### src/rtl/asmd_seq_counter_pkg.sv
// Types shared by the ASMD sequence counter: FSM state codes and the
// controller-to-datapath strobe bundle.
package asmd_pkg;

    typedef enum logic [1:0] {
        S_IDLE  = 2'b00,
        S_COUNT = 2'b01,
        S_DONE  = 2'b11
    } state_t;

    typedef struct packed {
        logic clr_A_F;
        logic incr_A;
        logic set_E;
        logic clr_E;
        logic set_F;
    } strobe_t;

endpackage

### src/rtl/asmd_seq_counter_if.sv
// Handshake and status bundle of the ASMD sequence counter; the sequencing
// level drives the requests (master), the counter answers (slave).
interface asmd_seq_counter_if #(
    parameter int WIDTH = 4
);
    logic             start;
    logic             abort;
    logic             auto_restart;
    logic [WIDTH-1:0] A;
    logic             E;
    logic             F;
    logic             busy;
    logic             done;
    logic             aborted;

    modport master (
        output start, abort, auto_restart,
        input  A, E, F, busy, done, aborted
    );

    modport slave (
        input  start, abort, auto_restart,
        output A, E, F, busy, done, aborted
    );
endinterface

### src/rtl/asmd_seq_ctrl.sv
// ASMD controller: state register, next-state logic, datapath strobes and
// the Moore busy/done outputs plus the registered aborted pulse.
module asmd_seq_ctrl
    import asmd_pkg::*;
#(
    parameter int               WIDTH     = 4,
    parameter logic [WIDTH-1:0] STOP_MASK = 4'b1100,
    parameter int               E_BIT     = 2
) (
    input  logic             clock,
    input  logic             reset,
    input  logic             start,
    input  logic             abort,
    input  logic             auto_restart,
    input  logic [WIDTH-1:0] A,
    output strobe_t          strobe,
    output logic             busy,
    output logic             done,
    output logic             aborted
);

    state_t state;
    state_t state_next;
    logic   stop_hit;

    // Termination looks at the pre-increment counter value.
    assign stop_hit = (A & STOP_MASK) == STOP_MASK;

    always_ff @(posedge clock or posedge reset) begin
        if (reset) begin
            state   <= S_IDLE;
            aborted <= 1'b0;
        end else begin
            state   <= state_next;
            aborted <= (state == S_COUNT) && abort;
        end
    end

    // Abort outranks termination; in S_DONE set_F beats clr_A_F in the datapath.
    always_comb begin
        state_next = state;
        strobe     = '0;
        case (state)
            S_IDLE: begin
                if (start) begin
                    strobe.clr_A_F = 1'b1;
                    state_next     = S_COUNT;
                end
            end
            S_COUNT: begin
                strobe.incr_A = 1'b1;
                strobe.set_E  = A[E_BIT];
                strobe.clr_E  = !A[E_BIT];
                if (abort) begin
                    state_next = S_IDLE;
                end else if (stop_hit) begin
                    state_next = S_DONE;
                end
            end
            S_DONE: begin
                strobe.set_F = 1'b1;
                if (auto_restart) begin
                    strobe.clr_A_F = 1'b1;
                    state_next     = S_COUNT;
                end else begin
                    state_next = S_IDLE;
                end
            end
            default: state_next = S_IDLE;
        endcase
    end

    assign busy = (state != S_IDLE);
    assign done = (state == S_DONE);

endmodule

### src/rtl/asmd_seq_datapath.sv
// ASMD datapath: counter A and flags E, F, changed only through controller strobes.
module asmd_seq_datapath
    import asmd_pkg::*;
#(
    parameter int WIDTH = 4
) (
    input  logic             clock,
    input  logic             reset,
    input  strobe_t          strobe,
    output logic [WIDTH-1:0] A,
    output logic             E,
    output logic             F
);

    // set_F has priority so F still rises on an auto-restart edge.
    always_ff @(posedge clock or posedge reset) begin
        if (reset) begin
            A <= '0;
            E <= 1'b0;
            F <= 1'b0;
        end else begin
            if (strobe.clr_A_F) begin
                A <= '0;
            end else if (strobe.incr_A) begin
                A <= A + WIDTH'(1);
            end

            if (strobe.set_E) begin
                E <= 1'b1;
            end else if (strobe.clr_E) begin
                E <= 1'b0;
            end

            if (strobe.set_F) begin
                F <= 1'b1;
            end else if (strobe.clr_A_F) begin
                F <= 1'b0;
            end
        end
    end

endmodule

### src/rtl/asmd_seq_counter.sv
// ASMD start/count/flag engine: wires the controller to the datapath and
// exposes both through the handshake interface.
module asmd_seq_counter
    import asmd_pkg::*;
#(
    parameter int               WIDTH     = 4,
    parameter logic [WIDTH-1:0] STOP_MASK = 4'b1100,
    parameter int               E_BIT     = 2
) (
    input logic               clock,
    input logic               reset,
    asmd_seq_counter_if.slave bus
);

    strobe_t strobe;

    asmd_seq_ctrl #(
        .WIDTH     (WIDTH),
        .STOP_MASK (STOP_MASK),
        .E_BIT     (E_BIT)
    ) u_ctrl (
        .clock        (clock),
        .reset        (reset),
        .start        (bus.start),
        .abort        (bus.abort),
        .auto_restart (bus.auto_restart),
        .A            (bus.A),
        .strobe       (strobe),
        .busy         (bus.busy),
        .done         (bus.done),
        .aborted      (bus.aborted)
    );

    asmd_seq_datapath #(
        .WIDTH (WIDTH)
    ) u_datapath (
        .clock  (clock),
        .reset  (reset),
        .strobe (strobe),
        .A      (bus.A),
        .E      (bus.E),
        .F      (bus.F)
    );

endmodule

### src/flat_wrapper.sv
// flat-port wrapper written by rule: the top's interface ports become plain ports
module asmd_seq_counter_flat import asmd_pkg::*;
#(
    parameter int               WIDTH     = 4,
    parameter logic [WIDTH-1:0] STOP_MASK = 4'b1100,
    parameter int               E_BIT     = 2
)
  (clock, reset, bus_start, bus_abort, bus_auto_restart, bus_A, bus_E, bus_F, bus_busy, bus_done, bus_aborted);
  asmd_seq_counter_if #(.WIDTH(WIDTH)) bus_i ();
  input logic clock;
  input logic reset;
  input wire logic [$bits(bus_i.start)-1:0] bus_start;
  input wire logic [$bits(bus_i.abort)-1:0] bus_abort;
  input wire logic [$bits(bus_i.auto_restart)-1:0] bus_auto_restart;
  output wire logic [$bits(bus_i.A)-1:0] bus_A;
  output wire logic [$bits(bus_i.E)-1:0] bus_E;
  output wire logic [$bits(bus_i.F)-1:0] bus_F;
  output wire logic [$bits(bus_i.busy)-1:0] bus_busy;
  output wire logic [$bits(bus_i.done)-1:0] bus_done;
  output wire logic [$bits(bus_i.aborted)-1:0] bus_aborted;
  assign bus_i.start = bus_start;
  assign bus_i.abort = bus_abort;
  assign bus_i.auto_restart = bus_auto_restart;
  assign bus_A = bus_i.A;
  assign bus_E = bus_i.E;
  assign bus_F = bus_i.F;
  assign bus_busy = bus_i.busy;
  assign bus_done = bus_i.done;
  assign bus_aborted = bus_i.aborted;
  asmd_seq_counter #(.WIDTH(WIDTH), .STOP_MASK(STOP_MASK), .E_BIT(E_BIT)) u_core (.clock(clock), .reset(reset), .bus(bus_i));
endmodule
### config.mk
export PLATFORM = sky130hd
export DESIGN_NAME = asmd_seq_counter_flat
export DESIGN_NICKNAME = d
export VERILOG_FILES = /design/src/rtl/asmd_seq_counter_pkg.sv /design/src/rtl/asmd_seq_counter_if.sv /design/src/rtl/asmd_seq_ctrl.sv /design/src/rtl/asmd_seq_datapath.sv /design/src/rtl/asmd_seq_counter.sv /design/src/flat_wrapper.sv
export SDC_FILE = /design/constraint.sdc
export NUM_CORES = 1
export LEC_CHECK = 0
export CORE_AREA = 10 10 47 49
export DETAILED_ROUTE_END_ITERATION = 10
export DIE_AREA = 0 0 57 59
export GPL_TIMING_DRIVEN = 0
export PLACE_DENSITY = 0.68
export SLEW_MARGIN = 10
export SYNTH_ARGS = -nofsm -noshare
export SYNTH_HDL_FRONTEND = slang
export SYNTH_SLANG_ARGS = --single-unit
### constraint.sdc
create_clock -name clock -period 1.2 [get_ports clock]
set_clock_uncertainty 0.1 [all_clocks]
set_input_delay 0.36 -clock clock [delete_from_list [all_inputs] [get_ports clock]]
set_output_delay 0.36 -clock clock [all_outputs]
set_load 0.1 [all_outputs]
# After elaboration in Yosys (flattened, before gate mapping)
# Cells that the tools add are included.
# Widths: inputs -> output; s select.
# classes
n_addsub,1
eq_ne,5
mux,16
n_reduce_logical,8
# ops
operator,n
$mux 1,8
$mux 4,2
$reduce_bool 2->1,4
$mux 2,3
$pmux 2 s3,1
$add 4x1->4 const B,1
$eq 2x2->1 const B,2
$mux 3,1
$ne 3x3->1 const B,1
$eq 2x1->1 const B,1
$logic_not 2->1,1
$ne 2x2->1 const B,1
$pmux 1 s2,1
$reduce_and 2->1,1
$logic_and 1x1->1,1
$logic_not 1->1,1
# word_totals
regBits,9
out_inout_bits,9
wordCells,35

# Longest topological paths before layout
# depth
depth_word,4
ltp_mapped,6

# By module
# Synthesis repeated with hierarchy kept, for this count alone.
# unflattened
cells_unflattened,48
area_unflattened_um2,506.7
# modules_own_cells
module,n_inst,cells_per_inst,area_per_inst_um2,seq_area_each_um2
asmd_seq_datapath,1,23,269.0,150.1
asmd_seq_ctrl,1,25,237.7,75.1

# Least setup slack after synthesis
# No wires, ideal clock.
# synth_timing
path_type,register to register
start,register u_core.u_ctrl.state[0]
end,register u_core.u_datapath.F
setup_time_ps,129
arrival_ps,1717
required_time_ps,971
path_slack_ps,-747
path_stages_with_launch,5
n_path_buf,0
path_cell_list,dfrtp_1 -> ha_1 -> nand2_1 -> a21oi_1 -> o21bai_1
# synth_between
elab_chain_len,3
word_cells_on_any_way,6
classes_between,1 x eq/ne; 3 x mux; 2 x reduce/logical
# synth_rtl
element,line,source
"start, declared",asmd_seq_ctrl.sv:22,state_t state;
"start signal, assigned",asmd_seq_ctrl.sv:34,state <= state_next;
$eq 2x2->1 (*),-,
net bus_done,flat_wrapper.sv:19,output wire logic [$bits(bus_i.done)-1:0] bus_done;
$pmux 1 s2 / $mux 1 (equally long branches),asmd_seq_ctrl.sv:43,case (state)
$reduce_bool 2->1 (no source line) / $mux 1 (equally long branches),-,
"end signal, assigned",asmd_seq_datapath.sv:20,F <= 1'b0;
"end signal, assigned",asmd_seq_datapath.sv:35,F <= 1'b1;
"end signal, assigned",asmd_seq_datapath.sv:37,F <= 1'b0;
"end, declared",asmd_seq_datapath.sv:12,output logic F
# Mark *: on every way through the listed nets, which the timed path passes. The rest lies on a longest branch.
# A chain may end at the register's enable or synchronous reset.

# Worst setup path in the final report
# layout_timing
start,register u_core.u_ctrl.state[0]
end,output port bus_busy
# layout_between
elab_chain_len,1
# layout_rtl
element,line,source
$reduce_bool 2->1,asmd_seq_ctrl.sv:73,assign busy = (state != S_IDLE);
"end, declared",flat_wrapper.sv:18,output wire logic [$bits(bus_i.busy)-1:0] bus_busy;
# Every way passes these cells.

==> impl_metrics.py <==
metrics = {
    "status": {
        "outcome": "finished with violations",
        "violations": "negative setup slack",
    },
    "synth": {
        "ys_ff_latch": 9,
        "synth_top_area_cell": "dfrtp_1",
        "yosys-top-cells-area": "dfrtp_1 (49%), ha_1 (11%), inv_1 (4.1%)",
        "synth-seq-area-share_pct": 49.5,
        "synth_edf_count": 0,
        "avgSynthCellArea_um2": 10.6,
        "synth_top_cell_area_share_pct": 49.5,
        "synth_fp_nets": 52,
        "yosysWarnings": 0,
        "async_flop_share_pct": 100,
        "ys_types": 18,
        "yosysMostFrequentCell": "dfrtp_1",
        "synthFlopType": "dfrtp_1",
        "ys_top_cells_by_count": "dfrtp_1 (9), inv_1 (5), ha_1 (4), nor2_1 (4)",
        "syn_area_um2": 455,
        "synthCells": 43,
    },
    "sta": {
        "setup_viol_count_final": 17,
        "worst_pin_slew_ns": 0.350,
        "rsz0062_at_grt": "true",
        "slew_headroom_pct": 76.7,
        "finalHoldViolations": 0,
        "layout_min_cycle_time_ns": 1.65,
        "max_freq_mhz": 606,
        "slew_violations": 0,
        "worst_slack_ns": -0.449,
        "period_share_pct": 137,
    },
    "critical_path": {
        "required_ns": 0.74,
        "cp_num_buf_inv": 3,
        "max_stage_delay_ns": 0.44,
        "path_max_fanout": 3,
        "worstPathCellList": "inv_2 -> ha_4 -> clkinvlp_4 -> buf_12",
        "cp.arrival_ns": 1.19,
        "cp-start-kind": "register",
        "critPathSlowestCell": "dfrtp_2",
        "timing.setup.critical_path_class": "register to output port",
        "path_delay_family": "flip-flops",
        "endpoint_kind": "output port",
    },
    "detailed_routing": {
        "drt_iter0_drc": 2,
        "drc": 0,
        "routed_wl_mm": 1.32,
        "postRouteAntennaNets": 0,
        "drt-wirelength-per-cell_um": 14.9,
        "vias_per_cell": 4.62,
        "vias": 411,
        "drtPass1Iterations": 4,
    },
    "clock_network": {
        "numCtsBuffers": 3,
        "clk_path_buf_depth": 2,
        "clock-root-buffer": "clkbuf_4",
        "clk_latency_ns": 0.26,
        "clk_pin_slew_ns": 0.06,
        "clock_sinks": 9,
        "htree_num_levels": 1,
        "tritoncts": "done",
    },
    "floorplan": {
        "coreArea_um2": 1400,
        "rows": 14,
        "start_util_pct": 32.5,
        "die-width_um": 57,
        "die-area_um2": 3360,
        "die_h_um": 59,
        "boundaryPins": 14,
    },
    "finish": {
        "antenna_cells": 0,
        "fill_cells": 101,
        "multi_input_area_um2": 305,
        "area_growth_pct": 109,
        "fin_nets": 83,
        "regArea_um2": 245,
        "stdcell_count": 89,
        "drive_above_1_share_pct": 72.6,
    },
    "flow_run": {
        "max-cap-violations": 0,
    },
    "placed_design": {
        "dp_cells": 72,
        "hpwl_um": 804,
        "placement.io_buffers": 13,
        "gp_congestion": 0.746,
    },
    "global_route": {
        "grt_pass1_vias": 463,
        "grt_max_degree": 10,
        "grt_usage_pct": 8.33,
        "antenna_found_initial": 0,
        "grt_overflow_total": 0,
        "grt_pass1_wl_mm": 2.19,
    },
    "min_path": {
        "hold_class": "input pin to asynchronous set/reset pin",
    },
}
==> registers in the layout, indices dropped and copies added (netlist names) <==
name                   count
u_core.u_datapath.F        1
u_core.u_datapath.A        4
u_core.u_ctrl.aborted      1
u_core.u_ctrl.state        2
u_core.u_datapath.E        1
==> worst paths after layout <==
kind / slack [ns] / start / depth (start not counted) / to
worst max-delay path: -0.45 / u_core.u_ctrl.state[0]$_DFFE_PP0P_ / 4 / bus_busy
worst min-delay path: 0.27 / reset / 2 / u_core.u_datapath.F$_DFFE_PP0P_
worst max register to register: -0.22 / u_core.u_ctrl.state[0]$_DFFE_PP0P_ / 6 / u_core.u_ctrl.state[0]$_DFFE_PP0P_
worst min register to register: 0.48 / u_core.u_datapath.F$_DFFE_PP0P_ / 2 / u_core.u_datapath.F$_DFFE_PP0P_
max in group asynchronous: 0.45 / reset / 2 / u_core.u_datapath.A[3]$_DFFE_PP0P_
min in group clock: 0.48 / u_core.u_datapath.F$_DFFE_PP0P_ / 2 / u_core.u_datapath.F$_DFFE_PP0P_
==> layout by cell type (no fill, tap or decap) <==
cell	count
inv_2	2
mux2_4	1
nand2b_4	2
and2_2	1
nand4_1	2
xnor2_1	1
dfrtp_1	1
dfrtp_2	4
nor2_1	3
o211ai_1	1
buf_6	2
a21oi_2	2
and2_4	1
mux2i_1	1
o21bai_1	1
nor2_2	1
dfrtp_4	4
clkbuf_1	1
inv_1	2
clkdlybuf4s50_1	4
xor2_1	2
clkinvlp_4	1
nand2_4	1
clkbuf_4	3
a21boi_1	1
buf_4	12
nand2_2	2
a21oi_4	1
buf_12	9
ha_4	4
==> cell type report <==
type | instances | area share (%)
repair buffers | 27 | 35.0
multi-input cells | 28 | 32.1
inverters | 5 | 2.37
well taps | 16 | 2.10
flip-flops and latches | 9 | 25.8
clock buffers | 4 | 2.76
==> per-layer routing <==
layer / vias up / global-route usage (%) / share of wire (%)
met5: - / 0 / 0
met4: 0 / 2.01 / 0
met3: 0 / 4.72 / 7.6
met2: 10 / 14.9 / 54
met1: 200 / 8.17 / 38
li1: 201 / - / -
==> what timing repair did <==
item                                    CTS  global route
gates resized for setup                  82             8
hold endpoints to repair                  0             0
endpoints found under the setup margin   18            18
pin swaps                                 8             7
hold buffers                              0             0
buffers inserted                          9             5
==> cell families after synthesis <==
kind of cell / Yosys count / share of synthesized area [%]
compound gates: 6 / 8.24
xor+xnor: 3 / 5.77
fa+ha+maj: 4 / 11.0
buf+inv: 6 / 6.59
flops: 9 / 49.5
mux: 2 / 4.67
simple gates: 13 / 14.3
==> metrics by stage <==
stage	util (%)	worst slack [ns]	hold WS [ns]	instance area, um^2	TNS, ns
finish	67.9	-0.449	0.266	952	-3.14
global route	67.9	-0.499	0.277	952	-3.91
CTS	62.7	-0.453	0.272	878	-3.42
detailed placement	49.5	-1.15	0.421	693	-9.60
global placement	49.5	-1.14	0.395	693	-9.41
floorplan	-	-0.351	0.0878	543	-1.08
Power is not shown: default switching activity piles up to over one toggle a cycle in this logic, so the estimate is an artifact.
